### src/rtl/sample_fetcher_pkg.sv
// Shared types and constants for the sample fetcher.
//   state_e         : fetch FSM states
//   MinPeriodOffset : added to READ_LATENCY to form the minimum strobe period
package sample_fetcher_pkg;

  typedef enum logic [2:0] {
    StIdle,
    StStrobe,
    StWait,
    StHold,
    StGap
  } state_e;

  // STROBE + (READ_LATENCY+1) WAIT cycles + HOLD + GAP: the shortest loop
  // that still leaves o_next low for at least one cycle between pulses.
  localparam int unsigned MinPeriodOffset = 4;

endpackage

### src/rtl/sample_fetcher_timer.sv
// Strobe period timer.
// Loads the clamped period on each STROBE entry and counts down to zero;
// o_elapsed is high once the period has run out (and out of reset).
// Ports:
//   i_clock   : clock, rising edge
//   i_reset   : asynchronous active-low reset
//   i_load    : load the (clamped) period this cycle
//   i_period  : requested period in cycles, sampled only on i_load
//   o_elapsed : period since last load has elapsed
module sample_fetcher_timer
  import sample_fetcher_pkg::*;
#(
  parameter int unsigned PERIOD_WIDTH = 16,
  parameter int unsigned READ_LATENCY = 2
) (
  input  logic                    i_clock,
  input  logic                    i_reset,
  input  logic                    i_load,
  input  logic [PERIOD_WIDTH-1:0] i_period,
  output logic                    o_elapsed
);

  localparam logic [PERIOD_WIDTH-1:0] MinPeriod = PERIOD_WIDTH'(READ_LATENCY + MinPeriodOffset);

  logic [PERIOD_WIDTH-1:0] period_eff;
  logic [PERIOD_WIDTH-1:0] count_q, count_d;

  always_comb begin
    period_eff = (i_period < MinPeriod) ? MinPeriod : i_period;
  end

  // Loaded with period-1 so the count hits zero in the last cycle before
  // the next strobe is due; the FSM then enters STROBE exactly on time.
  always_comb begin
    count_d = count_q;
    if (i_load) begin
      count_d = period_eff - PERIOD_WIDTH'(1);
    end else if (count_q != '0) begin
      count_d = count_q - PERIOD_WIDTH'(1);
    end
  end

  always_ff @(posedge i_clock or negedge i_reset) begin
    if (!i_reset) begin
      count_q <= '0;
    end else begin
      count_q <= count_d;
    end
  end

  assign o_elapsed = (count_q == '0);

endmodule

### src/rtl/sample_fetcher.sv
// Sample fetcher: paces an upstream memory reader with a one-cycle o_next
// strobe every i_period cycles, captures the reader's reference/error words
// after the read latency, and offers them downstream with a valid/ready
// handshake.
// Optional feature: define SAMPLE_FETCHER_ERRACC_EN to add o_err_acc, a running
// sum of o_error over handshakes, restarting at the index-0 sample.
// Ports:
//   i_clock, i_reset          : clock (rising) and async active-low reset
//   i_enable                  : level, run the fetch loop
//   i_period                  : cycles between strobe starts (clamped)
//   o_next                    : advance strobe to the reader
//   i_reference, i_error      : reader data words
//   o_valid, i_ready          : output handshake
//   o_reference, o_error      : captured sample
//   o_index                   : memory index of the captured sample
//   o_last                    : o_valid for the final index DATA_DEPTH
//   o_busy                    : FSM not idle
//   o_err_acc                 : (SAMPLE_FETCHER_ERRACC_EN only) error accumulator
module sample_fetcher
  import sample_fetcher_pkg::*;
#(
  parameter int unsigned DATA_SIZE    = 64,
  parameter int unsigned DATA_DEPTH   = 7514,
  parameter int unsigned ADDR_MODULE  = 13,
  parameter int unsigned READ_LATENCY = 2,
  parameter int unsigned PERIOD_WIDTH = 16
) (
  input  logic                    i_clock,
  input  logic                    i_reset,
  input  logic                    i_enable,
  input  logic [PERIOD_WIDTH-1:0] i_period,
  output logic                    o_next,
  input  logic [DATA_SIZE-1:0]    i_reference,
  input  logic [DATA_SIZE-1:0]    i_error,
  output logic                    o_valid,
  input  logic                    i_ready,
  output logic [DATA_SIZE-1:0]    o_reference,
  output logic [DATA_SIZE-1:0]    o_error,
  output logic [ADDR_MODULE-1:0]  o_index,
  output logic                    o_last,
  output logic                    o_busy
`ifdef SAMPLE_FETCHER_ERRACC_EN
  ,
  output logic [DATA_SIZE+ADDR_MODULE-1:0] o_err_acc
`endif
);

  localparam int unsigned WaitW = $clog2(READ_LATENCY + 2);
  localparam logic [WaitW-1:0] WaitLast = WaitW'(READ_LATENCY);
  localparam logic [ADDR_MODULE-1:0] LastIndex = ADDR_MODULE'(DATA_DEPTH);

  state_e                 state_q, state_d;
  logic                   first_q, first_d;
  logic [ADDR_MODULE-1:0] idx_q, idx_d;
  logic [WaitW-1:0]       wait_cnt_q, wait_cnt_d;
  logic                   valid_q, valid_d;
  logic [DATA_SIZE-1:0]   ref_q, err_q;
  logic [ADDR_MODULE-1:0] oidx_q;
  logic                   capture;
  logic                   timer_load;
  logic                   timer_elapsed;

  sample_fetcher_timer #(
    .PERIOD_WIDTH (PERIOD_WIDTH),
    .READ_LATENCY (READ_LATENCY)
  ) u_timer (
    .i_clock   (i_clock),
    .i_reset   (i_reset),
    .i_load    (timer_load),
    .i_period  (i_period),
    .o_elapsed (timer_elapsed)
  );

  always_comb begin
    state_d    = state_q;
    first_d    = first_q;
    idx_d      = idx_q;
    wait_cnt_d = '0;
    valid_d    = valid_q;
    capture    = 1'b0;
    timer_load = 1'b0;
    o_next     = 1'b0;
    unique case (state_q)
      StIdle: begin
        if (i_enable) begin
          // After reset the reader already presents index 0, so skip the strobe.
          if (first_q) begin
            first_d = 1'b0;
            state_d = StWait;
          end else begin
            timer_load = 1'b1;
            state_d    = StStrobe;
          end
        end
      end
      StStrobe: begin
        o_next  = 1'b1;
        idx_d   = (idx_q == LastIndex) ? '0 : idx_q + ADDR_MODULE'(1);
        state_d = StWait;
      end
      StWait: begin
        if (wait_cnt_q == WaitLast) begin
          capture = 1'b1;
          valid_d = 1'b1;
          state_d = StHold;
        end else begin
          wait_cnt_d = wait_cnt_q + WaitW'(1);
        end
      end
      StHold: begin
        if (i_ready) begin
          valid_d = 1'b0;
          state_d = StGap;
        end
      end
      StGap: begin
        if (timer_elapsed) begin
          if (i_enable) begin
            timer_load = 1'b1;
            state_d    = StStrobe;
          end else begin
            state_d = StIdle;
          end
        end
      end
      default: state_d = StIdle;
    endcase
  end

  always_ff @(posedge i_clock or negedge i_reset) begin
    if (!i_reset) begin
      state_q    <= StIdle;
      first_q    <= 1'b1;
      idx_q      <= '0;
      wait_cnt_q <= '0;
      valid_q    <= 1'b0;
    end else begin
      state_q    <= state_d;
      first_q    <= first_d;
      idx_q      <= idx_d;
      wait_cnt_q <= wait_cnt_d;
      valid_q    <= valid_d;
    end
  end

  always_ff @(posedge i_clock or negedge i_reset) begin
    if (!i_reset) begin
      ref_q  <= '0;
      err_q  <= '0;
      oidx_q <= '0;
    end else if (capture) begin
      ref_q  <= i_reference;
      err_q  <= i_error;
      oidx_q <= idx_q;
    end
  end

  assign o_valid     = valid_q;
  assign o_reference = ref_q;
  assign o_error     = err_q;
  assign o_index     = oidx_q;
  assign o_last      = valid_q && (oidx_q == LastIndex);
  assign o_busy      = (state_q != StIdle);

`ifdef SAMPLE_FETCHER_ERRACC_EN
  localparam int unsigned AccW = DATA_SIZE + ADDR_MODULE;

  logic [AccW-1:0] acc_q;

  // Index 0 starts a new pass over memory, so it reloads rather than adds.
  always_ff @(posedge i_clock or negedge i_reset) begin
    if (!i_reset) begin
      acc_q <= '0;
    end else if (valid_q && i_ready) begin
      if (oidx_q == '0) begin
        acc_q <= AccW'(err_q);
      end else begin
        acc_q <= acc_q + AccW'(err_q);
      end
    end
  end

  assign o_err_acc = acc_q;
`else
  // No accumulator in this build.
`endif

endmodule

### config.mk
export PLATFORM = sky130hd
export DESIGN_NAME = sample_fetcher
export DESIGN_NICKNAME = d
export VERILOG_FILES = /design/src/rtl/sample_fetcher_pkg.sv /design/src/rtl/sample_fetcher_timer.sv /design/src/rtl/sample_fetcher.sv
export SDC_FILE = /design/constraint.sdc
export NUM_CORES = 1
export LEC_CHECK = 0
export BUFFER_PORTS_ARGS = -buffer_cell sky130_fd_sc_hd__buf_2
export CORE_AREA = 3 3 167 169
export CTS_CLUSTER_DIAMETER = 100
export DETAILED_ROUTE_END_ITERATION = 10
export DIE_AREA = 0 0 170 172
export PLACE_DENSITY = 0.56
export SLEW_MARGIN = 20
export SYNTH_ARGS = -nofsm -noshare
export SYNTH_HDL_FRONTEND = slang
export SYNTH_HIERARCHICAL = 1
export SYNTH_SLANG_ARGS = --single-unit
### constraint.sdc
create_clock -name i_clock -period 3.5 [get_ports i_clock]
set_input_delay 1.05 -clock i_clock [delete_from_list [all_inputs] [get_ports i_clock]]
set_output_delay 1.05 -clock i_clock [all_outputs]
set_load 0.01 [all_outputs]
After elaboration in Yosys (flattened, before gate mapping)
Cells that the tools add are included.
{ "classes": {"n_addsub": 4, "multipliers": 0, "div": 0, "n_lt_le_gt_ge": 1, "n_eq_ne": 11, "shift": 0, "n_mux": 24, "bitwise": 0, "n_reduce_logical": 10} }
{ "ops": {"columns": ["cell", "n"], "rows": [
  ["16-bit two-way mux", 3],
  ["16-bit by 1-bit subtractor with 16-bit output (second input constant)", 2],
  ["13-bit equality test (second input constant)", 2],
  ["16-bit logical NOT", 1],
  ["16-bit by 3-bit less-than comparator with 1-bit output (second input constant)", 1],
  ["16-bit nonzero test", 1],
  ["3-bit case mux with 5 select lines", 1],
  ["13-bit by 1-bit adder with 13-bit output (second input constant)", 1],
  ["13-bit two-way mux", 1],
  ["3-bit two-way mux", 4],
  ["1-bit two-way mux", 10],
  ["2-bit inequality test (second input constant)", 4],
  ["3-bit by 2-bit equality test with 1-bit output (second input constant)", 2],
  ["2-bit two-way mux", 3],
  ["1-bit case mux with 2 select lines", 2],
  ["4-bit AND reduction", 1],
  ["2-bit nonzero test", 2],
  ["3-bit by 1-bit equality test with 1-bit output (second input constant)", 1],
  ["3-bit equality test (second input constant)", 1],
  ["3-bit logical NOT", 1],
  ["3-bit AND reduction", 1],
  ["3-bit nonzero test", 1],
  ["2-bit by 1-bit adder with 2-bit output (second input constant)", 1],
  ["2-bit equality test (second input constant)", 1],
  ["2 further kinds", 2]
]} }
{ "word_totals": {"ff_bits": 177, "latch_bits": 0, "mem_bits_rw": 0, "rom_bits": 0, "inputBits": 148, "out_inout_bits": 145, "elab_cells": 59, "mem_count": 0} }

Longest topological paths before layout
{ "depth": {"word_depth": 4, "mapped_depth": 17, "ltp_nobuf": 15} }

Modules after synthesis
The synthesis kept the hierarchy.
{ "modules_own_cells": {"columns": ["module", "instances", "cells_each", "area_each_um2"], "rows": [
  ["sample_fetcher", 1, 408, 6630.1],
  ["sample_fetcher_timer", 1, 136, 1256.2]
]} }

Worst setup path before layout
Ideal clock, no wire load.
{ "synth_path": {"path_kind": "input -> register", "startpoint": "in i_period[15]", "endpoint": "reg u_timer.count_q[6]", "arrival_time_ps": 3756, "t_required_ps": 3362, "path_slack_ps": -394, "path_stages": 10, "path_buffers": 0, "path_cell_list": "or4_4 > or4_1 > and3_1 > a21oi_1 > ha_1 > o21ai_0 > or4_2 > o41ai_1 > xnor2_1 > o22ai_1"} }
{ "synth_between": {"elab_chain_cells": 4} }
{ "synth_rtl": {"columns": ["element", "line_no", "text"], "rows": [
  ["from (decl)", "sample_fetcher.sv:31", "input logic [PERIOD_WIDTH-1:0] i_period,"],
  ["16-bit by 3-bit less-than comparator with 1-bit output", "sample_fetcher_timer.sv:29", "period_eff = (i_period < MinPeriod) ? MinPeriod : i_period;"],
  ["16-bit two-way mux", "sample_fetcher_timer.sv:29", null],
  ["16-bit by 1-bit subtractor with 16-bit output", "sample_fetcher_timer.sv:37", "count_d = period_eff - PERIOD_WIDTH'(1);"],
  ["16-bit two-way mux", "sample_fetcher_timer.sv:36", "if (i_load) begin"],
  ["to (signal assigned)", "sample_fetcher_timer.sv:47", "count_q <= count_d;"],
  ["to (decl)", "sample_fetcher_timer.sv:26", "logic [PERIOD_WIDTH-1:0] count_q, count_d;"]
]} }
Every way passes these cells.
A chain may end at the register's enable or synchronous reset.

Final worst setup path
Ends and elaborated chain as after synthesis.

==> run_results.csv <==
group,metric,value,unit
synthesis,syn_nets,695,
sta,max_slew.worst_pin.slew,0.5867,ns
synthesis,synth_adder_area_share,0.4760,%
power_and_ir_drop,irDropWorstVdd,0.3489,mV
setup_path,max_stage_delay,0.57,ns
routing,vias_per_cell,4.581,
synthesis,syn_avg_cell_area,14.50,µm²
sta,hold-worst-slack,0.4462,ns
power_and_ir_drop,leakagePower,5.260,nW
synthesis,synth_top_family_by_area,"multiplexers",
power_and_ir_drop,swShare,34.45,%
synthesis,synth-async-reset-ratio,100.0,%
sta,setup_viol,0,
clocking,ctsHtreeMaxLevel,4,
setup_path,cp.required,3.79,ns
status,outcome,"completed",
setup_path,worstPathArrival,3.60,ns
routing,vias,5598,
setup_path,reg2reg_slack,0.30,ns
synthesis,synth_compound_area_share,4.347,%
die,num_io_pins,293,
clocking,path_clk_slew,0.07,ns
global_route,grt_max_degree,72,
layout,nets,1020,
global_route,track_usage,13.88,%
power_and_ir_drop,power_density,855.4,nW/µm²
setup_path,crit_fanout,3,
clocking,ctsHoldBuffers,0,
die,rows,60,
global_route,grt_pass1_wl,31.78,mm
sta,grt_setup_unrepaired,"false",
routing,routed_wl,20.91,mm
global_route,antenna_found_initial,0,
setup_path,cpMaxStageDelayCell,"or4_4",
worst_hold_path,min_path_type,"reg -> reg",
power_and_ir_drop,switching_power,3.118,mW
sta,fin_skew,0.01379,ns
setup_path,cpLargestDelayFamily,"simple AND/OR/NAND/NOR gates",
sta,clock.fmax,302.3,MHz
clocking,cts_inserted_buffers,17,
synthesis,yosysWarnings,6,
global_route,grt_pass1_vias,5681,
routing,drtPass1Iterations,4,
synthesis,synth.mux.area_fraction,24.75,%
routing,drt_iter0_drc,251,
routing,wl_per_cell,17.11,µm
die,initial_core_util,29.51,%
die,dieArea,29240,µm²
setup_path,worst-setup-path-type,"in -> reg",
sta,drv_slew,0,
clocking,insertion_delay,0.43,ns
power_and_ir_drop,p_int,5.932,mW
synthesis,synth_seq_area_share,56.18,%
setup_path,crit_top_cell,"or4_4",
place,hpwl,15.02,mm
global_route,overflow,0,
synthesis,ys_types,58,
clocking,clock_sinks,177,
flow_run,maxCapViolations,0,
layout,syn_to_final_growth,34.16,%
synthesis,synthXorXnorAreaFrac,3.332,%
synthesis,synth_area,7886,µm²
sta,fin_tns_setup,0,ns
routing,drc,0,
worst_hold_path,min-delay-start,"wait_cnt_q[0]",
setup_path,crit_path_cell_trace,"buf_2, or4_4, or4_1, and3_1, a21oi_2, ha_2, o21ai_4, or4_4, o41ai_4, xnor2_1, o22ai_1",
sta,period_needed,3.308,ns
sta,period_share,94.53,%
place,gp_congestion,0.8034,
power_and_ir_drop,clock_power_share,21.2,%
die,die_height,172,µm
synthesis,synth_seq_cells,177,
layout,insertedDiodeCount,0,
setup_path,crit_buf_inv,1,
setup_path,endpoint_kind,"flop",
power_and_ir_drop,seqPwrFrac,39.1,%
clocking,cts.path.max_buffers,2,
place,io_buffers,292,
synthesis,dominantRegCellSynth,"dfrtp_1",
routing,ant_nets,0,
setup_path,startpoint,"i_period[15]",
sta,finalHoldViolCount,0,
synthesis,yosys.area_share.simple,7.806,%
power_and_ir_drop,pwr-share-comb,39.7,%
clocking,cts_root_buffer,"clkbuf_16",
setup_path,r2r_start,"u_timer/count_q[15]",
clocking,cts_tree,"built",
synthesis,syn_inst,544,
sta,maxSlewHeadroom,60.52,%
die,coreArea,26730,µm²
synthesis,synth-edff-count,0,
die,die_x,170,µm
setup_path,startpoint_type,"primary input",
layout,drive_gt1_share,60.05,%
[synth_stat cells (7+ instances only)]
cell / number / share of area, %
o21ai_0: 12 / 0.76
buf_6: 11 / 1.6
inv_1: 12 / 0.57
nand3_1: 7 / 0.44
mux2_2: 64 / 9.1
xnor2_1: 19 / 2.1
buf_2: 9 / 0.57
nor3_1: 12 / 0.76
xor2_1: 11 / 1.2
mux2_4: 78 / 15
nor4_1: 12 / 0.95
nand2_1: 10 / 0.48
o22ai_1: 10 / 0.79
nor2_1: 23 / 1.1
dfrtp_1: 176 / 56
[through the flow]
stage          setup slack [ns]  std cells  utilization (%)  power, mW  instance area [µm²]
4_1_cts                  0.1222       1217            39.34      9.158                10520
6_report                 0.1916       1222            39.59      9.050                10580
5_1_grt                 0.01734       1222            39.59      9.680                10580
3_3_place_gp            -0.2107       1186            37.20      7.118                 9941
3_5_place_dp            -0.2418       1186            37.20      7.162                 9941
2_1_floorplan          -0.08653        544                -      5.716                 7929
[flip-flops by register name (all words and copies together), names as in the netlist]
register and flops:
first_q 1, idx_q 13, o_error 64, o_index 13, o_reference 64, o_valid 1, state_q 3, u_timer/count_q 16
wait_cnt_q 2
[cell usage in the layout (no fill, tap or decap), types with 5 or more instances in the layout]
cell type,Yosys,layout
buf_2,9,291
buf_4,0,34
clkbuf_16,0,17
dfrtp_1,176,176
inv_1,12,12
inv_6,0,6
mux2_2,64,64
mux2_4,78,78
mux2i_1,6,6
nand2_1,10,10
nand3_1,7,7
nand4_1,6,6
nor2_1,23,22
nor3_1,12,12
nor3b_1,5,5
nor4_1,12,7
nor4_2,1,6
o21ai_0,12,11
o22ai_1,10,10
xnor2_1,19,19
xor2_1,11,11
[power by group through the flow]
stage | Clock, mW | Combinational, mW | Sequential [mW]
3_5_place_dp | 0 | 3.60 | 3.56
4_1_cts | 2.00 | 3.62 | 3.53
6_report | 1.92 | 3.59 | 3.54
3_3_place_gp | 0 | 3.58 | 3.54
2_1_floorplan | 0 | 1.84 | 3.87
5_1_grt | 2.10 | 3.90 | 3.68
[cells by family (layout without fill, tap and decap cells)]
kind of cell	Yosys count	after routing
muxes	148	148
AOI/OAI and AO/OA	46	46
adders and majority gates	3	3
and+or+nand+nor	103	103
DFF	177	177
buffers and inverters	37	374
xor gates and xnor gates	30	30
[worst register-to-register path, delay by kind of cell (launching register included)]
kind | cells | cell delay, ns
AO/OA/AOI/OAI | 6 | 0.67
XOR/XNOR | 1 | 0.16
adder cells (fa/ha/maj) | 1 | 0.20
buffers and inverters | 3 | 0.37
flip-flops | 1 | 0.39
AND/OR/NAND/NOR | 5 | 1.27
[layout make-up]
class,count,area [µm²]
multi-input cells,330,3292
clock inverters,13,145.1
clock buffers,18,429.2
inverters,13,51.30
flip-flops and latches,177,4431
well taps,341,426.7
repair buffers,330,1805
fillers,2586,16150
[final timing paths]
kind / endpoint / cells past startpoint
setup / recovery: u_timer/count_q[6] / 11
hold / removal: wait_cnt_q[0] / 1
setup reg to reg: u_timer/count_q[6] / 16
hold reg to reg: wait_cnt_q[0] / 1
max in group asynchronous: first_q / 2
min in group asynchronous: o_error[49] / 1
[per-layer routing]
layer  vias to the layer above  wire length [µm]  GRT usage [%]
li1                       2616                 -              -
met1                      2774              9285          17.95
met2                       193             10040          22.91
met3                        15              1358          3.795
met4                         0               233          4.092
met5                         -                 0              0
[what timing repair did]
action,CTS,global route
resized for setup,0,5
setup endpoints to repair,0,7
buffers inserted,0,5
(Power assumes the default switching activity.)
